==> config.mk <==
export PLATFORM = sky130hd
export DESIGN_NAME = control_teclado_ganancias
export DESIGN_NICKNAME = d
export VERILOG_FILES = /design/src/rtl/teclado_pkg.sv /design/src/rtl/temporizador_espera.sv /design/src/rtl/control_teclado_ganancias.sv
export SDC_FILE = /design/constraint.sdc
export NUM_CORES = 1
export LEC_CHECK = 0
export ABC_AREA = 1
export BUFFER_PORTS_ARGS = -buffer_cell sky130_fd_sc_hd__buf_2
export CAP_MARGIN = 20
export CORE_MARGIN = 3
export CORE_UTILIZATION = 30
export CTS_CLUSTER_SIZE = 16
export DETAILED_ROUTE_END_ITERATION = 8
export GPL_TIMING_DRIVEN = 0
export PLACE_DENSITY = 0.54
export SYNTH_ARGS = -nofsm -noshare
export SYNTH_HDL_FRONTEND = slang
export SYNTH_SLANG_ARGS = --single-unit
==> constraint.sdc <==
create_clock -name clk -period 1.7 [get_ports clk]
set_input_delay 0.17 -clock clk [delete_from_list [all_inputs] [get_ports clk]]
set_output_delay 0.17 -clock clk [all_outputs]
set_load 0.1 [all_outputs]
==> src/rtl/teclado_pkg.sv <==
// Shared PS/2 scan-code constants and the dialogue state encoding used by
// the keyboard sequencer and the gain decoder.
package teclado_pkg;

    // Set-2 make codes of the keys taking part in the gain dialogue
    localparam logic [7:0] TECLA_G           = 8'h34;
    localparam logic [7:0] TECLA_ENTER       = 8'h5A;
    localparam logic [7:0] TECLA_ESC         = 8'h76;
    localparam logic [7:0] TECLA_0           = 8'h45;
    localparam logic [7:0] TECLA_1           = 8'h16;
    localparam logic [7:0] TECLA_2           = 8'h1E;
    localparam logic [7:0] TECLA_3           = 8'h26;

    // Prefix bytes: break (key release) and extended key
    localparam logic [7:0] PREFIJO_RUPTURA   = 8'hF0;
    localparam logic [7:0] PREFIJO_EXTENDIDO = 8'hE0;

    // Dialogue states
    typedef enum logic [2:0] {
        ESPERA       = 3'd0,
        SEL_GANANCIA = 3'd1,
        SEL_VALOR    = 3'd2,
        CONFIRMA     = 3'd3,
        GUARDA       = 3'd4
    } estado_t;

    // True for the keys that may be stored as a gain value (0..3)
    function automatic logic es_tecla_valor(input logic [7:0] codigo);
        return (codigo == TECLA_0) || (codigo == TECLA_1) ||
               (codigo == TECLA_2) || (codigo == TECLA_3);
    endfunction

    // Gain selector for keys 1..3, zero for anything else
    function automatic logic [1:0] ganancia_de_tecla(input logic [7:0] codigo);
        logic [1:0] g;
        g = 2'd0;
        case (codigo)
            TECLA_1: g = 2'd1;
            TECLA_2: g = 2'd2;
            TECLA_3: g = 2'd3;
            default: g = 2'd0;
        endcase
        return g;
    endfunction

endpackage

==> src/rtl/temporizador_espera.sv <==
// Inactivity timer for the keyboard dialogue: counts enabled cycles and
// ticks expiro while the count sits on its last value.
module temporizador_espera #(
    parameter int TIMEOUT_CICLOS = 250_000_000
) (
    input  logic clk,
    input  logic rst,
    input  logic habilitar,
    input  logic limpiar,
    output logic expiro
);

    localparam int ANCHO = (TIMEOUT_CICLOS > 1) ? $clog2(TIMEOUT_CICLOS) : 1;
    localparam logic [ANCHO-1:0] ULTIMO = ANCHO'(TIMEOUT_CICLOS - 1);

    logic [ANCHO-1:0] cuenta;

    // Count idle cycles while enabled; any clear or leaving the dialogue restarts from zero
    always_ff @(posedge clk or negedge rst) begin
        if (!rst) begin
            cuenta <= '0;
        end else if (limpiar || !habilitar) begin
            cuenta <= '0;
        end else if (cuenta != ULTIMO) begin
            cuenta <= cuenta + 1'b1;
        end
    end

    assign expiro = habilitar && (cuenta == ULTIMO);

endmodule

==> src/rtl/control_teclado_ganancias.sv <==
// Keyboard-entry sequencer: filters PS/2 break/extended prefixes and runs the
// G -> gain -> value -> Enter dialogue, strobing salvar on confirmation.
module control_teclado_ganancias
    import teclado_pkg::*;
#(
    parameter int TIMEOUT_CICLOS = 250_000_000
) (
    input  logic       clk,
    input  logic       rst,
    input  logic [7:0] rx_dato,
    input  logic       rx_listo,
    output logic [7:0] dato_tecla,
    output logic [1:0] estado_tipo_dato,
    output logic       salvar,
    output logic       ocupado,
    output logic       fin_tiempo
);

    estado_t    estado;
    estado_t    estado_sig;
    logic [1:0] tipo_sig;
    logic [7:0] dato_sig;
    logic       fin_sig;

    logic       descartar;
    logic       es_make;
    logic       tmp_habilitar;
    logic       tmp_limpiar;
    logic       tmp_expiro;

    // A byte is a make code unless it is a prefix or follows a break prefix
    assign es_make = rx_listo && !descartar &&
                     (rx_dato != PREFIJO_RUPTURA) &&
                     (rx_dato != PREFIJO_EXTENDIDO);

    // Break flag: set by F0, cleared by whatever byte follows it
    always_ff @(posedge clk or negedge rst) begin
        if (!rst) begin
            descartar <= 1'b0;
        end else if (rx_listo) begin
            descartar <= (rx_dato == PREFIJO_RUPTURA);
        end
    end

    assign tmp_habilitar = (estado == SEL_GANANCIA) ||
                           (estado == SEL_VALOR)    ||
                           (estado == CONFIRMA);
    assign tmp_limpiar   = es_make || (estado_sig != estado);

    temporizador_espera #(
        .TIMEOUT_CICLOS (TIMEOUT_CICLOS)
    ) u_temporizador (
        .clk       (clk),
        .rst       (rst),
        .habilitar (tmp_habilitar),
        .limpiar   (tmp_limpiar),
        .expiro    (tmp_expiro)
    );

    // Dialogue next-state and register updates; a make code always beats an expiring timer
    always_comb begin
        estado_sig = estado;
        tipo_sig   = estado_tipo_dato;
        dato_sig   = dato_tecla;
        fin_sig    = 1'b0;

        case (estado)
            ESPERA: begin
                if (es_make && (rx_dato == TECLA_G)) begin
                    estado_sig = SEL_GANANCIA;
                end
            end

            SEL_GANANCIA: begin
                if (es_make) begin
                    if (rx_dato == TECLA_ESC) begin
                        estado_sig = ESPERA;
                    end else if (ganancia_de_tecla(rx_dato) != 2'd0) begin
                        tipo_sig   = ganancia_de_tecla(rx_dato);
                        estado_sig = SEL_VALOR;
                    end
                end else if (tmp_expiro) begin
                    estado_sig = ESPERA;
                    fin_sig    = 1'b1;
                end
            end

            SEL_VALOR: begin
                if (es_make) begin
                    if (rx_dato == TECLA_ESC) begin
                        estado_sig = ESPERA;
                    end else if (es_tecla_valor(rx_dato)) begin
                        dato_sig   = rx_dato;
                        estado_sig = CONFIRMA;
                    end
                end else if (tmp_expiro) begin
                    estado_sig = ESPERA;
                    fin_sig    = 1'b1;
                end
            end

            CONFIRMA: begin
                if (es_make) begin
                    if (rx_dato == TECLA_ESC) begin
                        estado_sig = ESPERA;
                    end else if (rx_dato == TECLA_ENTER) begin
                        estado_sig = GUARDA;
                    end else if (es_tecla_valor(rx_dato)) begin
                        dato_sig   = rx_dato;
                    end
                end else if (tmp_expiro) begin
                    estado_sig = ESPERA;
                    fin_sig    = 1'b1;
                end
            end

            GUARDA: begin
                estado_sig = ESPERA;
            end

            default: begin
                estado_sig = ESPERA;
            end
        endcase

        if (estado_sig == ESPERA) begin
            tipo_sig = 2'd0;
        end
    end

    // State and output registers
    always_ff @(posedge clk or negedge rst) begin
        if (!rst) begin
            estado           <= ESPERA;
            estado_tipo_dato <= 2'd0;
            dato_tecla       <= 8'h00;
            fin_tiempo       <= 1'b0;
        end else begin
            estado           <= estado_sig;
            estado_tipo_dato <= tipo_sig;
            dato_tecla       <= dato_sig;
            fin_tiempo       <= fin_sig;
        end
    end

    assign salvar  = (estado == GUARDA);
    assign ocupado = (estado != ESPERA);

endmodule

==> flow_summary.json, run 1 <==
{
  "post-route-period-util_pct": 110,
  "vias": 2130,
  "vdd_drop_max_mv": 0.324,
  "grt_overflow": 0,
  "die_h_um": 97.2,
  "gr-usage-all-layers_pct": 11.9,
  "power_density_nw_per_um2": 748,
  "num_rows": 32,
  "layout.nets": 387,
  "dr.pass1.iters": 4,
  "synth_area_um2": 2500,
  "critPathMaxStageDelay_ns": 0.36,
  "diodes": 0,
  "start_util_pct": 31.6,
  "drive_gt1_share_pct": 35.1,
  "crit_fanout": 6,
  "synth-edff-count": 0,
  "setup_slack_ns": -0.165,
  "finalPower_mw": 2.51,
  "netlist_instances": 312,
  "netlist.area_leader.share_pct": 43.1,
  "fin_crit_ns": 1.86,
  "fmax_mhz": 536,
  "core_area_um2": 7890,
  "yosys.area.top_type": "dfrtp_1",
  "critPathLaunchType": "register",
  "die_area_um2": 9450,
  "synth_compound_area_share_pct": 3.16,
  "wl_per_cell_um": 11.6,
  "place_congestion": 0.827,
  "cts_sinks": 43,
  "fin_skew_ns": 0.00858,
  "antenna_found_initial": 0,
  "yosys.area_share.simple_pct": 35.5,
  "drv_slew": 0,
  "maxCapViolCount": 0,
  "port_buffers": 23,
  "ys_types": 28,
  "ant_nets": 0,
  "syn_nets": 324,
  "place_hpwl_um": 3740,
  "pre_cts_ws_ns": -0.393,
  "yosysWarningCount": 0,
  "cpMaxStageDelayCell": "dfrtp_1",
  "tightest_slew_ns": 0.488,
  "clk_latency_ns": 0.30,
  "synth_top_family_by_area": "simple AND/OR/NAND/NOR gates",
  "num_io_pins": 24,
  "synth_fa_ha_area_share_pct": 0.501,
  "critPathKind": "register to register",
  "violations": "setup timing",
  "drc": 0,
  "synthXorXnorAreaFrac_pct": 9.12,
  "avgSynthCellArea_um2": 8.00,
  "crit_path_cell_trace": "ha_2 -> nand3_4 -> nor2_4 -> nand2_2 -> nor2_4 -> nand2_2 -> nand3_2 -> o21ai_2 -> nand2_2 -> nand3_4 -> nand2_8 -> buf_12 -> buf_16 -> nor2_2",
  "rsz0062_at_grt": "yes",
  "leakage_nw": 1.55,
  "synth.area.top_cells": "dfrtp_1 43%, nand2_1 9.3%, inv_1 6.8%, xor2_1 6.3%, nor2_2 5.8%",
  "drt-initial-drc-count": 78,
  "root_buffer": "clkbuf_8",
  "cts_tree": "yes",
  "async_flop_share_pct": 100,
  "syn2layout_area_growth_pct": 34.3,
  "clkTransAtPathRegs_ns": 0.09,
  "crit_top_cell": "nand2_2",
  "hold_path_class": "input port to register",
  "setup_violations": 30,
  "required_ns": 1.89,
  "num-fill-cells": 756,
  "vias_per_cell": 4.46,
  "grt_pass1_wl_um": 9400,
  "max_slew_margin_pct": 67.7,
  "htree_num_levels": 2,
  "arrival_ns": 2.06,
  "routed_wirelength_um": 5560,
  "tns_ns": -3.20,
  "cts_buffers": 5,
  "run_status": "finished with violations",
  "synth-seq-cells": 43,
  "synthMuxAreaShare_pct": 0,
  "finalHoldViolations": 0,
  "grt_pass1_vias": 2016,
  "clk_path_buf_depth": 2,
  "end_kind": "register",
  "synth-seq-area-share_pct": 43.1,
  "die_width_um": 97.2,
  "grt_max_degree": 44,
  "synth_ff_type": "dfrtp_1"
}
## logic make-up (layout without fill, tap and decap cells)
family | Yosys count | count (layout)
AND/OR/NAND/NOR | 176 | 176
XOR/XNOR | 26 | 26
AO/OA/AOI/OAI | 15 | 15
flip-flops | 43 | 43
adder cells (fa/ha/maj) | 1 | 1
buffers and inverters | 51 | 115
## worst max-delay path: cells and delay by family, from the launching register on
kind,cells,cell delay [ns]
AOI/OAI and AO/OA,1,0.05
adders and majority gates,1,0.21
buffers and inverters,2,0.23
DFF,1,0.36
and+or+nand+nor,10,0.91
## power by group
part / total (mW) / internal [mW] / switching [mW]
combinational: 0.505 / 0.224 / 0.281
sequential: 1.05 / 1.04 / 0.0115
clock: 0.953 / 0.586 / 0.367
## cell type report
| class | instances | area [um2] | share of cell area (%) |
|---|---|---|---|
| timing repair buffer | 57 | 440 | 13.1 |
| multi-input combinational | 218 | 1350 | 40.3 |
| clock inverter | 3 | 67.6 | 2.01 |
| clock buffer | 5 | 68.8 | 2.05 |
| inverter | 47 | 181 | 5.41 |
| buffer | 3 | 37.5 | 1.12 |
| sequential | 43 | 1080 | 32.2 |
| tap | 102 | 128 | 3.81 |
## placed cells by master, fill, tap and decap left out, types with 2 or more instances in the layout
cell type and count:
nand3b_1 2, nand3_2 4, nand3_4 4, nor2_1 26, buf_8 2, nor2_2 22, buf_12 2, nor3_4 3
nor3_2 2, nand3_1 18, nor3_1 10, inv_2 5, bufinv_16 2, nor2_4 7, clkbuf_8 5, nor4_1 2
buf_4 24, o21ai_0 9, o21ai_1 2, inv_4 2, inv_1 40, dfrtp_1 41, dfrtp_2 2, nand2_1 57
nand4_1 8, xnor2_1 8, nand2_2 8, xor2_1 17, buf_6 6, buf_2 23
## synthesized netlist by cell type, drive strengths merged (3+ instances only)
library cell and count:
buf 3, dfrtp 43, inv 47, nand2 67, nand3 26, nand4 8
nor2 55, nor3 15, nor4 3, o21ai 12, xnor2 8, xor2 18
## sequential cells by signal (all words and copies together) (netlist names)
| register | count |
|---|---|
| dato_tecla | 8 |
| descartar | 1 |
| estado | 3 |
| estado_tipo_dato | 2 |
| fin_tiempo | 1 |
| u_temporizador.cuenta | 28 |
## per-stage QoR
step	utilization, %	std cells	area [um2]	hold WS (ns)
finish	42.5	478	3350	0.141
global route	42.5	478	3350	0.170
CTS	39.5	465	3110	0.0614
detailed placement	34.9	437	2750	0.403
global placement	34.9	437	2750	0.397
floorplan	-	312	2510	-0.126
## worst paths after layout
check                                         start                         to  slack, ns  cells after the start
setup / recovery           u_temporizador.cuenta[1]  u_temporizador.cuenta[21]      -0.16                     14
hold reg to reg                       dato_tecla[2]              dato_tecla[2]       0.47                      2
min in group asynchronous                       rst   u_temporizador.cuenta[1]       0.32                      2
hold / removal                             rx_listo                  descartar       0.14                      4
setup reg to reg           u_temporizador.cuenta[1]  u_temporizador.cuenta[21]      -0.16                     14
max in group asynchronous                       rst                  estado[1]       0.88                      3
## timing repair
| item | 4_1_cts | 5_1_grt |
|---|---|---|
| buffers inserted | 19 | 15 |
| pin swaps | 10 | 16 |
| resized for setup | 11 | 40 |
| hold buffers | 0 | 1 |
| hold endpoints to repair | 0 | 15 |
| gates cloned | 1 | 1 |
| setup endpoints to repair | 37 | 38 |
## per-layer routing
| layer | vias to the layer above | global-route usage (%) | routed length, um |
|---|---|---|---|
| met2 | 26 | 19.1 | 2650 |
| met4 | 0 | 4.58 | 109 |
| li1 | 1102 | - | - |
| met3 | 9 | 2.30 | 120 |
| met1 | 993 | 15.9 | 2690 |
| met5 | - | 0 | 0 |
(Power assumes the default switching activity.)
==> run 2, diff against run 1 <==
--- a/config.mk
+++ b/config.mk
@@ -14,6 +14,7 @@
 export DETAILED_ROUTE_END_ITERATION = 8
 export GPL_TIMING_DRIVEN = 0
 export PLACE_DENSITY = 0.54
+export SETUP_SLACK_MARGIN = 0.05
 export SYNTH_ARGS = -nofsm -noshare
 export SYNTH_HDL_FRONTEND = slang
 export SYNTH_SLANG_ARGS = --single-unit
==> flow_summary.json, run 2 (synthesized netlist as in run 1, its figures left out) <==
{
  "vdd_drop_max_mv": 0.368,
  "dpl.cell_count": 437,
  "grt_overflow": 0,
  "drive_gt1_share_pct": 36.8,
  "crit_fanout": 4,
  "place_hpwl_um": 3800,
  "regMostFlops": "u_temporizador.cuenta",
  "max_slew_margin_pct": 67.2,
  "grt_max_degree": 44,
  "r2r_start": "u_temporizador.cuenta[0]",
  "fmax_mhz": 529,
  "die_area_um2": 9450,
  "drc": 0,
  "htree_num_levels": 2,
  "power_density_nw_per_um2": 747,
  "cts_tree": "yes",
  "finalHoldViolations": 0,
  "rr_endpoint": "u_temporizador.cuenta[23]",
  "cts_sinks": 43,
  "crit_start": "u_temporizador.cuenta[0]",
  "top_regs": "u_temporizador.cuenta (28), dato_tecla (8), estado (3)",
  "wl_per_cell_um": 12.1,
  "start_util_pct": 31.6,
  "drv_slew": 0,
  "gr-usage-all-layers_pct": 12.4,
  "stdcell_count": 477,
  "num_io_pins": 24,
  "hold_path_class": "input port to register",
  "post-route-util_pct": 43.2,
  "port_buffers": 23,
  "run_status": "finished with violations",
  "grt_pass1_vias": 2117,
  "setup_violations": 28,
  "dr.pass1.iters": 4,
  "end_kind": "register",
  "ant_nets": 0,
  "grt_pass1_wl_um": 9830,
  "vias_per_cell": 4.43,
  "fin_crit_ns": 1.89,
  "die_h_um": 97.2,
  "antenna_found_initial": 0,
  "layout_common_cells": "60 x nand2_1, 40 x dfrtp_1, 38 x inv_1",
  "critPathKind": "register to register",
  "required_ns": 1.88,
  "clkTransAtPathRegs_ns": 0.09,
  "root_buffer": "clkbuf_8",
  "die_width_um": 97.2,
  "layout.nets": 386,
  "mostFrequentLayoutCell": "nand2_1",
  "clk_path_buf_depth": 2,
  "arrival_ns": 2.07,
  "routed_wirelength_um": 5780,
  "core_area_um2": 7890,
  "rsz0062_at_grt": "yes",
  "syn2layout_area_growth_pct": 36.4,
  "fin_skew_ns": 0.0147,
  "largest_register_ff_count": 28,
  "leakage_nw": 1.57,
  "critPathLaunchType": "register",
  "drt-initial-drc-count": 59,
  "vias": 2111,
  "clk_latency_ns": 0.30,
  "finalPower_mw": 2.54,
  "post-route-period-util_pct": 111,
  "diodes": 0,
  "place_congestion": 0.883,
  "crit_end": "u_temporizador.cuenta[23]",
  "violations": "setup timing",
  "rrSetupSlack_ns": -0.19,
  "cts_buffers": 5,
  "whs_ns": 0.140,
  "reg2reg_depth": 9,
  "tightest_slew_ns": 0.495,
  "setup_slack_ns": -0.190,
  "maxCapViolCount": 0,
  "num_rows": 32
}
-- run 2: changes by cell type in the layout (fill, tap and decap cells not counted), moves of 2 or more --
cell,delta
buf_4,+3
inv_1,-2
inv_2,+3
buf_6,-5
inv_4,-2
nor2_2,+2
nor2_4,+2
nand2_1,+3
buf_12,+4
nor2_1,-4
nor3_2,+4
nor3_1,-3
nand2_2,-3
-- run 2: worst min-delay path by stage --
stage	to	cells after the start	from	slack, ns
2_1_floorplan	dato_tecla[0]	0	rst	-0.13
3_3_place_gp	dato_tecla[0]	1	rst	0.40
3_5_place_dp	dato_tecla[0]	1	rst	0.40
4_1_cts	dato_tecla[2]	1	rst	0.07
5_1_grt	descartar	4	rx_listo	0.14
6_report	descartar	4	rx_listo	0.14
-- run 2: cell type report --
type / count / area [um2]
buffer: 4 / 58.8
timing repair buffer: 55 / 435
clock inverter: 2 / 60.1
tap: 102 / 128
inverter: 47 / 180
sequential: 43 / 1080
clock buffer: 6 / 72.6
fill: 766 / 4480
multi-input combinational: 218 / 1390
-- run 2: critical path, stage by stage (launching register included) --
cell and delay, ns:
dfrtp_1 0.40, buf_4 0.15, nand3_1 0.14, nand3b_1 0.25, nor2_4 0.19, nand3_4 0.11, nor2_4 0.13, nand3_1 0.13
xor2_2 0.23, nor2_4 0.05
-- run 2: where the power goes --
group / switching (mW) / leakage (nW) / internal (mW) / total [mW]
Sequential: 0.0172 / 0.585 / 1.04 / 1.06
Combinational: 0.290 / 0.921 / 0.246 / 0.536
Clock: 0.363 / 0.0654 / 0.588 / 0.951
Total: 0.670 / 1.57 / 1.87 / 2.54
-- run 2: repair_timing --
item / CTS / global route
pin swaps: 11 / 12
setup buffers: 15 / 14
setup endpoints to repair: 37 / 37
hold buffers: 0 / 1
gates resized for setup: 19 / 38
gates cloned: 1 / 1
endpoints found under the hold margin: 0 / 9
-- run 2: layer usage --
layer	wire [um]	share of wire [%]	GRT usage, %
met4	62	1.1	3.73
met2	2660	46	19.7
met1	2810	49	16.6
met3	250	4.3	3.30
met5	0	0	0
-- run 2: per-stage QoR --
stage / setup TNS [ns] / cell area [um2] / worst slack [ns]
2_1_floorplan: -2.15 / 2510 / -0.108
3_3_place_gp: -11.55 / 2750 / -0.432
3_5_place_dp: -11.57 / 2750 / -0.432
4_1_cts: -3.98 / 3140 / -0.174
5_1_grt: -6.69 / 3400 / -0.314
6_report: -3.15 / 3400 / -0.190
==> run 3, diff against run 2 <==
--- a/config.mk
+++ b/config.mk
@@ -14,6 +14,7 @@
 export DETAILED_ROUTE_END_ITERATION = 8
 export GPL_TIMING_DRIVEN = 0
 export PLACE_DENSITY = 0.54
+export REMOVE_ABC_BUFFERS = 1
 export SETUP_SLACK_MARGIN = 0.05
 export SYNTH_ARGS = -nofsm -noshare
 export SYNTH_HDL_FRONTEND = slang
==> flow_summary.json, run 3 (synthesized netlist as in run 1, its figures left out) <==
{
  "clk_path_buf_depth": 2,
  "mostFrequentLayoutCell": "nand2_1",
  "place_congestion": 0.832,
  "min_path_cells": 4,
  "vias": 2161,
  "fin_crit_ns": 1.85,
  "max_slew_margin_pct": 63.3,
  "routed_wirelength_um": 5950,
  "clkPwrFrac_pct": 31.5,
  "num_rows": 32,
  "setup_slack_ns": -0.148,
  "layout.nets": 380,
  "layout_common_cells": "56 x nand2_1, 41 x inv_1, 39 x dfrtp_1",
  "gr-usage-all-layers_pct": 12.5,
  "cts_tree": "yes",
  "critPathLaunchType": "register",
  "dr_wl_met2_um": 2880,
  "setup_violations": 30,
  "die_h_um": 97.2,
  "critical-path-top-delay-family": "simple AND/OR/NAND/NOR gates",
  "rr_endpoint": "u_temporizador.cuenta[24]",
  "root_buffer": "clkbuf_8",
  "vias_per_cell": 4.59,
  "ant_nets": 0,
  "num_io_pins": 24,
  "num-fill-cells": 792,
  "run_status": "finished with violations",
  "syn2layout_area_growth_pct": 34.3,
  "whs_ns": 0.139,
  "finalHoldViolations": 0,
  "drc": 0,
  "p_int_mw": 1.49,
  "diodes": 0,
  "critPathKind": "register to register",
  "violations": "setup timing",
  "fmax_mhz": 541,
  "arrival_ns": 2.03,
  "hold_path_class": "input port to register",
  "die_area_um2": 9450,
  "crit_path_cell_trace": "ha_4 -> nand3_4 -> nor2_4 -> nand2_2 -> nor2_4 -> nand3_2 -> nand3_1 -> inv_1 -> nand2_2 -> nand3_4 -> buf_12 -> nand2_8 -> nor2_2",
  "clkTransAtPathRegs_ns": 0.10,
  "start_util_pct": 31.6,
  "top_regs": "u_temporizador.cuenta (28), dato_tecla (8), estado (3)",
  "wirelength_met1_um": 2790,
  "required_ns": 1.89,
  "tns_ns": -3.51,
  "die_width_um": 97.2,
  "design_area_um2": 3350,
  "path_buf_inv": 2,
  "dr_wl_met3_um": 224,
  "clk_latency_ns": 0.31,
  "core_area_um2": 7890,
  "grt_pass1_wl_um": 9940,
  "power_density_nw_per_um2": 663,
  "grt_max_degree": 44,
  "top_layer": "met4",
  "hold_start": "rx_listo",
  "comb_power_share_pct": 20.2,
  "tightest_slew_ns": 0.550,
  "critPathMaxStageDelay_ns": 0.42,
  "wl_per_cell_um": 12.6,
  "vdd_drop_max_mv": 0.404,
  "fin_skew_ns": 0.0174,
  "cts_sinks": 43,
  "cts_buffers": 5,
  "antenna_found_initial": 0,
  "grt_pass1_vias": 2188,
  "drv_slew": 0,
  "drive_gt1_share_pct": 37.7,
  "min_to": "descartar",
  "rrSetupSlack_ns": -0.15,
  "placed_cell_area_um2": 2700,
  "crit_fanout": 7,
  "regMostFlops": "u_temporizador.cuenta",
  "largest_register_ff_count": 28,
  "r2r_start": "u_temporizador.cuenta[0]",
  "grt_overflow": 0,
  "reg2reg_depth": 13,
  "post-route-period-util_pct": 109,
  "p_sw_share_pct": 32.9,
  "port_buffers": 23,
  "end_kind": "register",
  "dr.pass1.iters": 4,
  "drt-initial-drc-count": 52,
  "place_hpwl_um": 3670,
  "leakage_nw": 1.52,
  "rsz0062_at_grt": "yes",
  "maxCapViolCount": 0,
  "htree_num_levels": 2,
  "seqPwrFrac_pct": 48.3,
  "cpMaxStageDelayCell": "dfrtp_1",
  "p_sw_mw": 0.731
}
[run 3: cell count changes in the layout (fill, tap and decap cells not counted), sizes merged]
cell and delta:
inv +1, bufinv -2, clkbuf -2, clkinvlp +2, buf -8, nand2 +3
[run 3: timing repair]
item	in CTS	in global routing
hold buffers	0	1
hold endpoints to repair	0	21
pin swaps	15	14
resized for setup	30	37
buffers inserted	19	6
gates cloned	3	0
setup endpoints to repair	37	39
[run 3: how the worst max path moves through the flow]
| stage | start | slack, ns | endpoint | cells past startpoint |
|---|---|---|---|---|
| 6_report | u_temporizador.cuenta[0] | -0.15 | u_temporizador.cuenta[24] | 13 |
| 5_1_grt | u_temporizador.cuenta[0] | -0.25 | u_temporizador.cuenta[25] | 13 |
| 4_1_cts | u_temporizador.cuenta[1] | -0.12 | u_temporizador.cuenta[9] | 13 |
| 3_5_place_dp | u_temporizador.cuenta[0] | -0.48 | u_temporizador.cuenta[13] | 12 |
| 3_3_place_gp | u_temporizador.cuenta[0] | -0.43 | u_temporizador.cuenta[10] | 12 |
| 2_1_floorplan | estado[0] | -1.0 | salvar | 1 |
[run 3: area by class of cell]
type                       instances  area, um2  share of cell area, %
inverter                          47        183                   5.45
timing repair buffer              50        367                   10.9
sequential                        43       1080                   32.2
clock inverter                     3       23.8                  0.709
multi-input combinational        221       1500                   44.8
clock buffer                       5       68.8                   2.05
tap                              102        128                   3.81
[run 3: tightest hold or removal path: stages]
cell and delay (ns):
buf_2 0.07, inv_1 0.04, nand2_1 0.05, o21ai_0 0.07
[run 3: routing by layer]
layer  global-route usage (%)  vias to the layer above
li1                         -                     1093
met1                     16.2                     1029
met2                     21.5                       33
met3                     2.94                        6
met4                     2.24                        0
met5                        0                        -
[run 3: power by group through the flow]
stage / registers (mW) / logic (mW) / clock network (mW)
after CTS: 1.07 / 0.421 / 0.725
after detailed placement: 1.08 / 0.277 / 0
after floorplan: 1.08 / 0.196 / 0
after global placement: 1.08 / 0.274 / 0
final: 1.07 / 0.449 / 0.700
after global routing: 1.08 / 0.491 / 0.767
[run 3: per-stage QoR]
step                total power, mW  std cells  utilization, %  setup WS (ns)
finish                         2.22        471            42.5         -0.148
global route                   2.34        471            42.5         -0.249
CTS                            2.21        463            39.6         -0.125
detailed placement             1.36        433            34.2         -0.476
global placement               1.36        433            34.2         -0.432
floorplan                      1.28        308               -         -0.998
